## config.mk

```make
export PLATFORM = sky130hd
export DESIGN_NAME = apb_completer_regfile
export DESIGN_NICKNAME = d
export VERILOG_FILES = /design/src/rtl/apb_completer_pkg.sv /design/src/rtl/apb_completer_regbank.sv /design/src/rtl/apb_completer_regfile.sv
export SDC_FILE = /design/constraint.sdc
export NUM_CORES = 1
export LEC_CHECK = 0
export CAP_MARGIN = 10
export CORE_MARGIN = 2
export CORE_UTILIZATION = 50
export CTS_BUF_LIST = sky130_fd_sc_hd__clkbuf_4 sky130_fd_sc_hd__clkbuf_8
export CTS_CLUSTER_SIZE = 24
export DETAILED_ROUTE_END_ITERATION = 16
export PLACE_DENSITY = 0.82
export SYNTH_ARGS = -nofsm -noshare
export SYNTH_HDL_FRONTEND = slang
export SYNTH_SLANG_ARGS = --single-unit
```

## constraint.sdc

```tcl
create_clock -name PCLK -period 5.5 [get_ports PCLK]
set_input_delay 0.825 -clock PCLK [delete_from_list [all_inputs] [get_ports PCLK]]
set_output_delay 0.825 -clock PCLK [all_outputs]
set_load 0.05 [all_outputs]
```

## src/rtl/apb_completer_pkg.sv

```systemverilog
// Shared types and helpers for the APB completer register file.
// Latency: n/a (declarations only).
// Backpressure: n/a.
package apb_completer_pkg;

  localparam int APB_ADDR_W = 32;
  localparam int APB_DATA_W = 32;

  typedef enum logic [0:0] {
    IDLE   = 1'b0,
    ACCESS = 1'b1
  } state_e;

  // Byte address to word index; the two low bits select a byte lane.
  function automatic logic [APB_ADDR_W-3:0] word_idx(input logic [APB_ADDR_W-1:0] addr);
    return addr[APB_ADDR_W-1:2];
  endfunction

endpackage

```

## src/rtl/apb_completer_regbank.sv

```systemverilog
// Register array with one write port and one read port, plus per-register write strobes.
// Latency: write lands on the enabling edge; wr_pulse_o follows one cycle later; read is combinational.
// Backpressure: none, a write enable is always accepted.
module apb_completer_regbank
  import apb_completer_pkg::*;
#(
  parameter int          NUM_REGS  = 8,
  parameter int          IDX_W     = 3,
  parameter logic [31:0] RESET_VAL = 32'h0000_0000
) (
  input  logic                        clk_i,
  input  logic                        rst_ni,
  input  logic                        we_i,
  input  logic [IDX_W-1:0]            idx_i,
  input  logic [APB_DATA_W-1:0]       wdata_i,
  input  logic [IDX_W-1:0]            rd_idx_i,
  output logic [APB_DATA_W-1:0]       rdata_o,
  output logic [32*NUM_REGS-1:0]      reg_q_o,
  output logic [NUM_REGS-1:0]         wr_pulse_o
);

  logic [APB_DATA_W-1:0] regs_q [NUM_REGS];
  logic [NUM_REGS-1:0]   wr_pulse_q;
  logic [NUM_REGS-1:0]   wr_pulse_d;

  // Register storage: the decoded index gates the write so out-of-range indices never touch the array.
  always_ff @(posedge clk_i or negedge rst_ni) begin
    if (!rst_ni) begin
      for (int i = 0; i < NUM_REGS; i++) regs_q[i] <= RESET_VAL;
    end else begin
      for (int i = 0; i < NUM_REGS; i++) begin
        if (we_i && (idx_i == IDX_W'(i))) regs_q[i] <= wdata_i;
      end
    end
  end

  // One-hot strobe for the register being written this cycle.
  always_comb begin
    wr_pulse_d = '0;
    for (int i = 0; i < NUM_REGS; i++) begin
      wr_pulse_d[i] = we_i && (idx_i == IDX_W'(i));
    end
  end

  // Delay the strobe so it marks the cycle after the write commits.
  always_ff @(posedge clk_i or negedge rst_ni) begin
    if (!rst_ni) wr_pulse_q <= '0;
    else         wr_pulse_q <= wr_pulse_d;
  end

  // Read mux and flattened view of all registers.
  always_comb begin
    rdata_o = '0;
    reg_q_o = '0;
    for (int i = 0; i < NUM_REGS; i++) begin
      reg_q_o[32*i +: 32] = regs_q[i];
      if (rd_idx_i == IDX_W'(i)) rdata_o = regs_q[i];
    end
  end

  assign wr_pulse_o = wr_pulse_q;

endmodule

```

## src/rtl/apb_completer_regfile.sv

```systemverilog
// APB3 completer fronting NUM_REGS 32-bit registers with wait states and error responses.
// Latency: WAIT_STATES + 2 cycles per transfer (setup + WAIT_STATES+1 access cycles).
// Backpressure: PREADY held low for WAIT_STATES access cycles; aborts and protocol errors pulse prot_err.
module apb_completer_regfile
  import apb_completer_pkg::*;
#(
  parameter int          NUM_REGS    = 8,
  parameter int          WAIT_STATES = 1,
  parameter logic [31:0] RESET_VAL   = 32'h0000_0000
) (
  input  logic                   PCLK,
  input  logic                   PRESETn,
  input  logic [31:0]            PADDR,
  input  logic                   PSEL,
  input  logic                   PENABLE,
  input  logic                   PWRITE,
  input  logic [31:0]            PWDATA,
  output logic [31:0]            PRDATA,
  output logic                   PREADY,
  output logic                   PSLVERR,
  output logic [32*NUM_REGS-1:0] reg_q,
  output logic [NUM_REGS-1:0]    wr_pulse,
  output logic                   prot_err
);

  localparam int IDX_W = (NUM_REGS > 1) ? $clog2(NUM_REGS) : 1;

  state_e                state_q, state_d;
  logic [IDX_W-1:0]      idx_q, idx_d;
  logic                  write_q, write_d;
  logic [APB_DATA_W-1:0] wdata_q, wdata_d;
  logic                  err_q, err_d;
  logic [3:0]            cnt_q, cnt_d;
  logic                  ready_q, ready_d;
  logic                  prot_err_q, prot_err_d;
  logic                  we;
  logic [APB_ADDR_W-3:0] widx;
  logic [APB_DATA_W-1:0] rdata;

  // State and latched-transfer registers.
  always_ff @(posedge PCLK or negedge PRESETn) begin
    if (!PRESETn) begin
      state_q    <= IDLE;
      idx_q      <= '0;
      write_q    <= 1'b0;
      wdata_q    <= '0;
      err_q      <= 1'b0;
      cnt_q      <= '0;
      ready_q    <= 1'b0;
      prot_err_q <= 1'b0;
    end else begin
      state_q    <= state_d;
      idx_q      <= idx_d;
      write_q    <= write_d;
      wdata_q    <= wdata_d;
      err_q      <= err_d;
      cnt_q      <= cnt_d;
      ready_q    <= ready_d;
      prot_err_q <= prot_err_d;
    end
  end

  // Next-state logic: setup latch, wait countdown, completion, abort detection.
  always_comb begin
    state_d    = state_q;
    idx_d      = idx_q;
    write_d    = write_q;
    wdata_d    = wdata_q;
    err_d      = err_q;
    cnt_d      = cnt_q;
    ready_d    = ready_q;
    prot_err_d = 1'b0;
    we         = 1'b0;
    widx       = word_idx(PADDR);
    case (state_q)
      IDLE: begin
        if (PSEL && !PENABLE) begin
          idx_d   = widx[IDX_W-1:0];
          write_d = PWRITE;
          wdata_d = PWDATA;
          // Upper address bits are decoded in full, so high addresses never alias onto a register.
          err_d   = (PADDR[1:0] != 2'b00) || (widx >= (APB_ADDR_W-2)'(NUM_REGS));
          cnt_d   = 4'(WAIT_STATES);
          ready_d = (WAIT_STATES == 0);
          state_d = ACCESS;
        end else if (PSEL && PENABLE) begin
          // Access phase with no setup phase: flag it and ignore the transfer.
          prot_err_d = 1'b1;
        end
      end
      ACCESS: begin
        if (!PSEL || !PENABLE) begin
          // Requester left the access phase before completion: drop the transfer.
          state_d    = IDLE;
          ready_d    = 1'b0;
          prot_err_d = 1'b1;
        end else if (ready_q) begin
          we      = write_q && !err_q;
          state_d = IDLE;
          ready_d = 1'b0;
        end else begin
          cnt_d   = cnt_q - 4'd1;
          ready_d = (cnt_q == 4'd1);
        end
      end
      default: begin
        state_d = IDLE;
        ready_d = 1'b0;
      end
    endcase
  end

  apb_completer_regbank #(
    .NUM_REGS  (NUM_REGS),
    .IDX_W     (IDX_W),
    .RESET_VAL (RESET_VAL)
  ) u_regbank (
    .clk_i      (PCLK),
    .rst_ni     (PRESETn),
    .we_i       (we),
    .idx_i      (idx_q),
    .wdata_i    (wdata_q),
    .rd_idx_i   (idx_q),
    .rdata_o    (rdata),
    .reg_q_o    (reg_q),
    .wr_pulse_o (wr_pulse)
  );

  assign PREADY   = (state_q == ACCESS) && ready_q;
  assign PSLVERR  = err_q && PREADY;
  assign PRDATA   = (PREADY && !write_q && !err_q) ? rdata : '0;
  assign prot_err = prot_err_q;

endmodule

```

# --- Word-level counts from Yosys, hierarchy flattened ---
# Cells that the tools add are included.
classes:
  n_mux: 28
  n_lt_le_gt_ge: 1
  reduce_logical: 25
  bitwise_logic: 1
  n_eq_ne: 11
  n_addsub: 1
op_table:
  columns: ["cell", "n"]
  rows:
  - ["32-bit two-way mux", 9]
  - ["30-bit by 4-bit greater-or-equal comparator with 1-bit output (second input constant)", 1]
  - ["1-bit logical AND", 15]
  - ["3-bit equality test (second input constant)", 4]
  - ["1-bit two-way mux", 12]
  - ["4-bit two-way mux", 3]
  - ["4-bit one-hot mux with 2 select lines", 1]
  - ["3-bit by 2-bit equality test with 1-bit output (second input constant)", 2]
  - ["2-bit inequality test (second input constant)", 3]
  - ["1-bit one-hot mux with 2 select lines", 3]
  - ["4-bit by 1-bit equality test with 1-bit output (second input constant)", 1]
  - ["1-bit logical NOT", 4]
  - ["4-bit by 1-bit subtractor with 4-bit output (second input constant)", 1]
  - ["3-bit by 1-bit equality test with 1-bit output (second input constant)", 1]
  - ["3-bit logical NOT", 1]
  - ["3-bit AND reduction", 1]
  - ["1-bit logical OR", 2]
  - ["2-bit AND reduction", 1]
  - ["2-bit nonzero test", 1]
  - ["1-bit inverter", 1]
word_totals:
  output_inout_bits: 299
  in_bits: 69
  word_cells: 84
  ff_bits: 308

# --- Longest topological paths before layout ---
# Gate-level depths: netlist of the first run.
logic_depth:
  ltp_word: 10
  depth_mapped: 6
  depth_no_buf: 5

# --- By module ---
# From an unflattened synthesis of the first run, not the netlist that was laid out.
unflattened:
  hier_cells: 1315
  area_unflattened_um2: 14686.6
modules_own_cells:
  columns: ["module", "cells_per_inst", "instances", "seq_area_each_um2", "area_per_inst_um2"]
  rows:
  - ["apb_completer_regbank", 1076, 1, 6606.3, 12649.6]
  - ["apb_completer_regfile", 239, 1, 1101.1, 2037.0]

# --- Worst setup path after synthesis of the first run ---
# No wires, ideal clock.
synth_path:
  path_kind: "reg2out"
  startpoint: "reg idx_q[0]"
  endpoint: "out PRDATA[0]"
  path_stages_with_launch: 7
  arrival_time_ns: 3.660
  setup_slack_ns: 1.015
  path_buffers: 3
  required_ns: 4.675
  cell_sequence: "dfrtp_1 -> buf_4 -> buf_4 -> nand3_1 -> clkbuf_1 -> nor2_1 -> a2111oi_0"
synth_between:
  elab_chain_len: 10
  elab_cells_between_ends: 17
  cone_classes: "eq/ne: 7; mux: 9; reduce/logical: 1"
synth_lines:
  columns: ["element", "line", "source"]
  rows:
  - ["from (decl)", "apb_completer_regfile.sv:29", "logic [IDX_W-1:0] idx_q, idx_d;"]
  - ["from (signal assigned)", "apb_completer_regfile.sv:53", "idx_q <= idx_d;"]
  - ["3-bit logical NOT", "apb_completer_regbank.sv:57", "if (rd_idx_i == IDX_W'(i)) rdata_o = regs_q[i];"]
  - ["32-bit two-way mux (7 in a row)", "apb_completer_regbank.sv:57", null]
  - ["32-bit two-way mux (*)", "apb_completer_regbank.sv:57", null]
  - ["32-bit two-way mux (*)", "apb_completer_regfile.sv:131", "assign PRDATA = (PREADY && !write_q && !err_q) ? rdata : '0;"]
  - ["to (decl)", "apb_completer_regfile.sv:18", "output logic [31:0] PRDATA,"]
# Every way passes the cells marked *; elsewhere a longest branch is shown, timed or not.

# --- Worst setup path in the final report of the first run ---
layout_path:
  startpoint: "reg idx_q[1]"
  endpoint: "out PRDATA[24]"
# The elaborated chain is that of the path after synthesis.

==> results.ini, run 1 <==
[critical_path]
worstSetupEndpointType=primary output
setup.worst_path.start=idx_q[1]$_DFFE_PN0P_
critPathLaunchType=register
r2r_slack_ns=2.17
r2r_end=u_regbank.reg_q_o[179]$_DFFE_PN0P_
worstPathArrival_ns=4.07
reg2reg_depth=5
cp.required_ns=4.68
crit_type=reg2out
r2r_start=idx_q[2]$_DFFE_PN0P_
crit_fanout=48
crit_end=PRDATA[24]

[layout]
fillers=1918
layout_commonest_cell=clkdlybuf4s50_1
postLayoutCoreUtil_pct=68.81
final_nets=1439
area_delta_synth_final_pct=35.95
drive_above_1_share_pct=31.84
antenna-diode-count=0
fin_cells=1782
final_cell_mix=clkdlybuf4s50_1 (366), dfrtp_1 (305), mux2_2 (200)

[cts]
cts_root_buf=clkbuf_8
clk_pin_slew_ns=0.06
post_cts_resized=0
cts_buffers=49
cts_setup_buffers=0
cts_tree=built
cts_hold_buf=0
clkSinkCount=308
cts_buffer_depth=3
h-tree-depth=2
worstSkewPairLatency_ns=0.57

[routing]
drt_pass1_iterations=5
drc=0
vias=10270
post_drt_wl_per_cell_um=24.52
drtAntennaViolNets=0
drtIter0Drc=893
finalWirelength_um=43700
vias_per_cell=5.763

[timing]
final.setup.tns_ns=0
period_needed_ns=4.894
setup_viol=0
clock.fmax_mhz=204.3
relSlewSlack_pct=24.00
tightest_slew_ns=1.136
rsz0062_at_grt=no
fin_crit_sh_pct=88.98
setup_slack_ns=0.6063
report.final.slew_viol_count=0
skew_ns=0.02310
hold_violations=0

[floorplanning]
num_rows=61
die-height_um=171.5
dieArea_sq_um=29400
core-area_sq_um=27710
start_util_pct=50.61
ioPinCount=368
die_w_um=171.5

[power_and_ir_drop]
power_leakage_uw=0.009032
power_density_nw_per_um2=258.0
ir_drop_mv=0.1793

[logic_synthesis]
synthesis.nets=1068
synthArstFlopShare_pct=100.0
syn_area_per_cell_sq_um=14.06
synth_edf_count=0
syn_area_sq_um=14020
synthFlopType=dfrtp_1
synth-seq-cells=308
ys_seq_area_share_pct=54.97
synth_cell_type_count=43
syn_inst=997
yosysWarnings=0

[worst_hold_path]
min_path_type=in2async

[placement]
io_buffers=367
pre_cts_slack_ns=1.266
gp_congestion=0.8837
dp_cells=1695
place_hpwl_um=28720

[global_route]
grt_pass1_wl_um=66250
grt_max_degree=155
grt.total_usage_pct=29.97
grt.overflow.total=0
first_global_vias=10820
antenna_found_initial=0

[run_status]
status=complete, no violations

[run]
drv_cap=0

-- Yosys cell counts, types with 2 or more instances --
cell type / n / area (sq um)
nor3_1: 3 / 15.01
nor4_2: 4 / 50.05
or4_1: 5 / 37.54
o21ai_0: 3 / 15.01
nand2b_1: 3 / 18.77
inv_1: 7 / 26.28
buf_6: 7 / 78.83
nor4_1: 5 / 31.28
buf_4: 14 / 105.1
buf_2: 25 / 125.1
or3_1: 2 / 12.51
ha_1: 2 / 25.02
nor2_1: 67 / 251.5
nand2_1: 110 / 412.9
buf_12: 3 / 60.06
a21oi_1: 3 / 15.01
mux2_2: 200 / 2252
clkbuf_1: 20 / 75.07
o22ai_1: 33 / 206.5
nand3b_1: 2 / 15.01
mux4_2: 32 / 720.7
a2111oi_0: 32 / 280.3
dfrtp_1: 308 / 7707
mux2i_1: 2 / 20.02
mux2_4: 87 / 1306
-- how the worst min path moves through the flow --
| stage | start | to | slack, ns | depth (start not counted) |
|---|---|---|---|---|
| 2_1_floorplan | write_q$_DFFE_PN0P_ | write_q$_DFFE_PN0P_ | 0.48 | 2 |
| 3_3_place_gp | write_q$_DFFE_PN0P_ | write_q$_DFFE_PN0P_ | 0.50 | 2 |
| 3_5_place_dp | write_q$_DFFE_PN0P_ | write_q$_DFFE_PN0P_ | 0.50 | 2 |
| 4_1_cts | PRESETn | u_regbank.reg_q_o[210]$_DFFE_PN0P_ | 0.32 | 1 |
| 5_1_grt | PRESETn | u_regbank.reg_q_o[210]$_DFFE_PN0P_ | 0.34 | 1 |
| 6_report | PRESETn | u_regbank.reg_q_o[210]$_DFFE_PN0P_ | 0.29 | 1 |
-- flip-flops by register name, indices dropped and copies added (netlist names) --
register and count:
ready_q 1, u_regbank.reg_q_o 256, prot_err 1, cnt_q 4, state_q 1, err_q 1, idx_q 3, u_regbank.wr_pulse_o 8
write_q 1, wdata_q 32
-- per-layer routing --
metal | vias to the layer above | GRT usage (%) | wire length [um]
met3 | 111 | 7.961 | 3891
met4 | 0 | 11.57 | 1529
li1 | 4365 | - | -
met1 | 5257 | 38.50 | 17130
met5 | - | 0 | 0
met2 | 537 | 48.80 | 21150
-- where the power goes --
part	internal (uW)	total (uW)	switching, uW
clock network	1140	2020	885
logic	173	423	250
registers	2320	2470	154
total	3630	4920	1290
-- final cells by class --
| type | instances | area, sq um | share of cell area, % |
|---|---|---|---|
| timing repair buffer | 389 | 3919 | 20.56 |
| sequential | 308 | 7716 | 40.48 |
| clock inverter | 5 | 28.78 | 0.1510 |
| inverter | 7 | 26.28 | 0.1378 |
| clock buffer | 82 | 997.2 | 5.231 |
| tap | 378 | 473.0 | 2.481 |
| multi-input combinational | 613 | 5903 | 30.97 |
-- stage by stage --
stage / total power, uW / hold slack [ns] / instance area, sq um
final: 4919 / 0.2929 / 19060
after global routing: 5113 / 0.3440 / 19060
after CTS: 4957 / 0.3240 / 19060
after detailed placement: 2932 / 0.4988 / 18040
after global placement: 2914 / 0.5046 / 18040
after floorplan: 2703 / 0.4789 / 14020
-- logic make-up after synthesis --
group	share of synthesized area [%]
compound gates	3.792
xor+xnor	0.06247
fa+ha+maj	0.1784
buf+inv	3.355
flops	54.97
mux	30.66
simple gates	6.987
-- critical path, stage by stage, from the launching register on --
cell	delay, ns
dfrtp_2	0.65
buf_4	0.62
mux2_2	0.29
o22ai_1	0.08
a2111oi_0	0.89
clkdlybuf4s50_1	0.97
No activity file was read; power rests on OpenSTA's default activity.
==> inputs of run 2 (changes only) <==
Settings changed: CORE_UTILIZATION 50 to 29, PLACE_DENSITY 0.82 to not set.
Clock period 5.5 ns to 6 ns, I/O delays scaled along.
==> results.ini, run 2 (synthesis results as in run 1) <==
[run_status]
status=complete, no violations

[floorplanning]
die-height_um=223.9
dieArea_sq_um=50130
start_util_pct=29.37
core-area_sq_um=47750
die_w_um=223.9
num_rows=80
ioPinCount=368

[power_and_ir_drop]
p_comb_share_pct=7.9
netSwitchingFraction_pct=26.36
intPower_uw=3483
power_leakage_uw=0.009072
p_switching_uw=1247
clkPwrFrac_pct=43.6
power_density_nw_per_um2=243.5
ir_drop_mv=0.1374
pwr-share-seq_pct=48.5
p_total_uw=4730

[cts]
worstSkewPairLatency_ns=0.62
cts_hold_buf=0
cts_buffer_depth=3
clk_pin_slew_ns=0.07
cts_setup_buffers=0
post_cts_resized=0
cts_root_buf=clkbuf_8
cts_tree=built
cts_buffers=54
h-tree-depth=2
clkSinkCount=308

[critical_path]
reg2reg_depth=5
cp.required_ns=5.10
crit_fanout=44
crit_type=reg2out
worstPathArrival_ns=4.22
worstSetupEndpointType=primary output
r2r_slack_ns=2.75
r2r_end=u_regbank.reg_q_o[241]$_DFFE_PN0P_
r2r_start=idx_q[2]$_DFFE_PN0P_
critPathLaunchType=register

[global_route]
antenna_found_initial=0
grt_max_degree=142
first_global_vias=10620
grt_pass1_wl_um=70920
grt.total_usage_pct=18.99
grt.overflow.total=0

[worst_hold_path]
min_path_type=in2async

[layout]
layout_commonest_cell=clkdlybuf4s50_1
regArea_sq_um=7719
postLayoutCoreUtil_pct=40.68
antenna-diode-count=0
fillers=4449
largest_reg_flops=256
multi_input_area_sq_um=5911
area_delta_synth_final_pct=38.53
final_cell_mix=clkdlybuf4s50_1 (366), dfrtp_1 (305), mux2_2 (200)
final_nets=1440
drive_above_1_share_pct=32.05

[timing]
tightest_slew_ns=1.059
clock.fmax_mhz=195.1
relSlewSlack_pct=29.30
final.setup.tns_ns=0
hold_violations=0
setup_slack_ns=0.8756
rsz0062_at_grt=no
skew_ns=0.02255
hold_ws_ns=0.2613
period_needed_ns=5.124
report.final.slew_viol_count=0
fin_crit_sh_pct=85.41
setup_viol=0

[placement]
gp_congestion=0.7730
io_buffers=367
pre_cts_slack_ns=1.509
place_hpwl_um=30230

[routing]
post_drt_wl_per_cell_um=23.60
drtAntennaViolNets=0
drtIter0Drc=615
vias_per_cell=4.888
vias=9883
drc=0
drt_pass1_iterations=4
finalWirelength_um=47730

[run]
drv_cap=0

[run 2: metrics by stage]
stage	std cells	cell area (sq um)
after floorplan	997	14020
after global placement	1928	18260
after detailed placement	1928	18260
after CTS	2022	19420
after global routing	2022	19420
final	2022	19420
[run 2: area by class of cell]
| cell class | instances | area share (%) |
|---|---|---|
| Multi-Input combinational cell | 613 | 30.43 |
| Inverter | 7 | 0.1353 |
| Tap cell | 615 | 3.961 |
| Clock buffer | 90 | 5.733 |
| Clock inverter | 4 | 0.2448 |
| Sequential cell | 308 | 39.74 |
| Timing Repair Buffer | 385 | 19.76 |
[run 2: critical path: stages (launching register included)]
cell             delay (ns)
dfrtp_4                0.76
nand3_2                0.40
buf_4                  0.50
nor2_1                 0.08
a2111oi_0              0.85
clkdlybuf4s50_1        0.96
[run 2: power by group through the flow]
stage                     Clock, uW  Combinational [uW]  Sequential (uW)
after CTS                      2130                 384             2290
after detailed placement          0                 383             2330
after global routing           2230                 413             2310
after floorplan                   0                 249             2230
final                          2060                 376             2290
after global placement            0                 378             2330
[run 2: routing by layer]
layer | GRT usage [%] | vias up | routed length [um]
li1 | - | 4368 | -
met1 | 23.78 | 5134 | 19850
met2 | 31.87 | 321 | 23380
met3 | 5.601 | 60 | 3583
met4 | 5.269 | 0 | 908
met5 | 0 | - | 0
[run 2: worst max path at each step]
stage | startpoint | end | depth (start not counted)
after CTS | idx_q[2]$_DFFE_PN0P_ | PRDATA[24] | 5
final | idx_q[2]$_DFFE_PN0P_ | PRDATA[24] | 5
after global routing | idx_q[2]$_DFFE_PN0P_ | PRDATA[24] | 5
after global placement | idx_q[2]$_DFFE_PN0P_ | PRDATA[24] | 5
after floorplan | idx_q[0]$_DFFE_PN0P_ | PRDATA[0] | 6
after detailed placement | idx_q[2]$_DFFE_PN0P_ | PRDATA[24] | 5
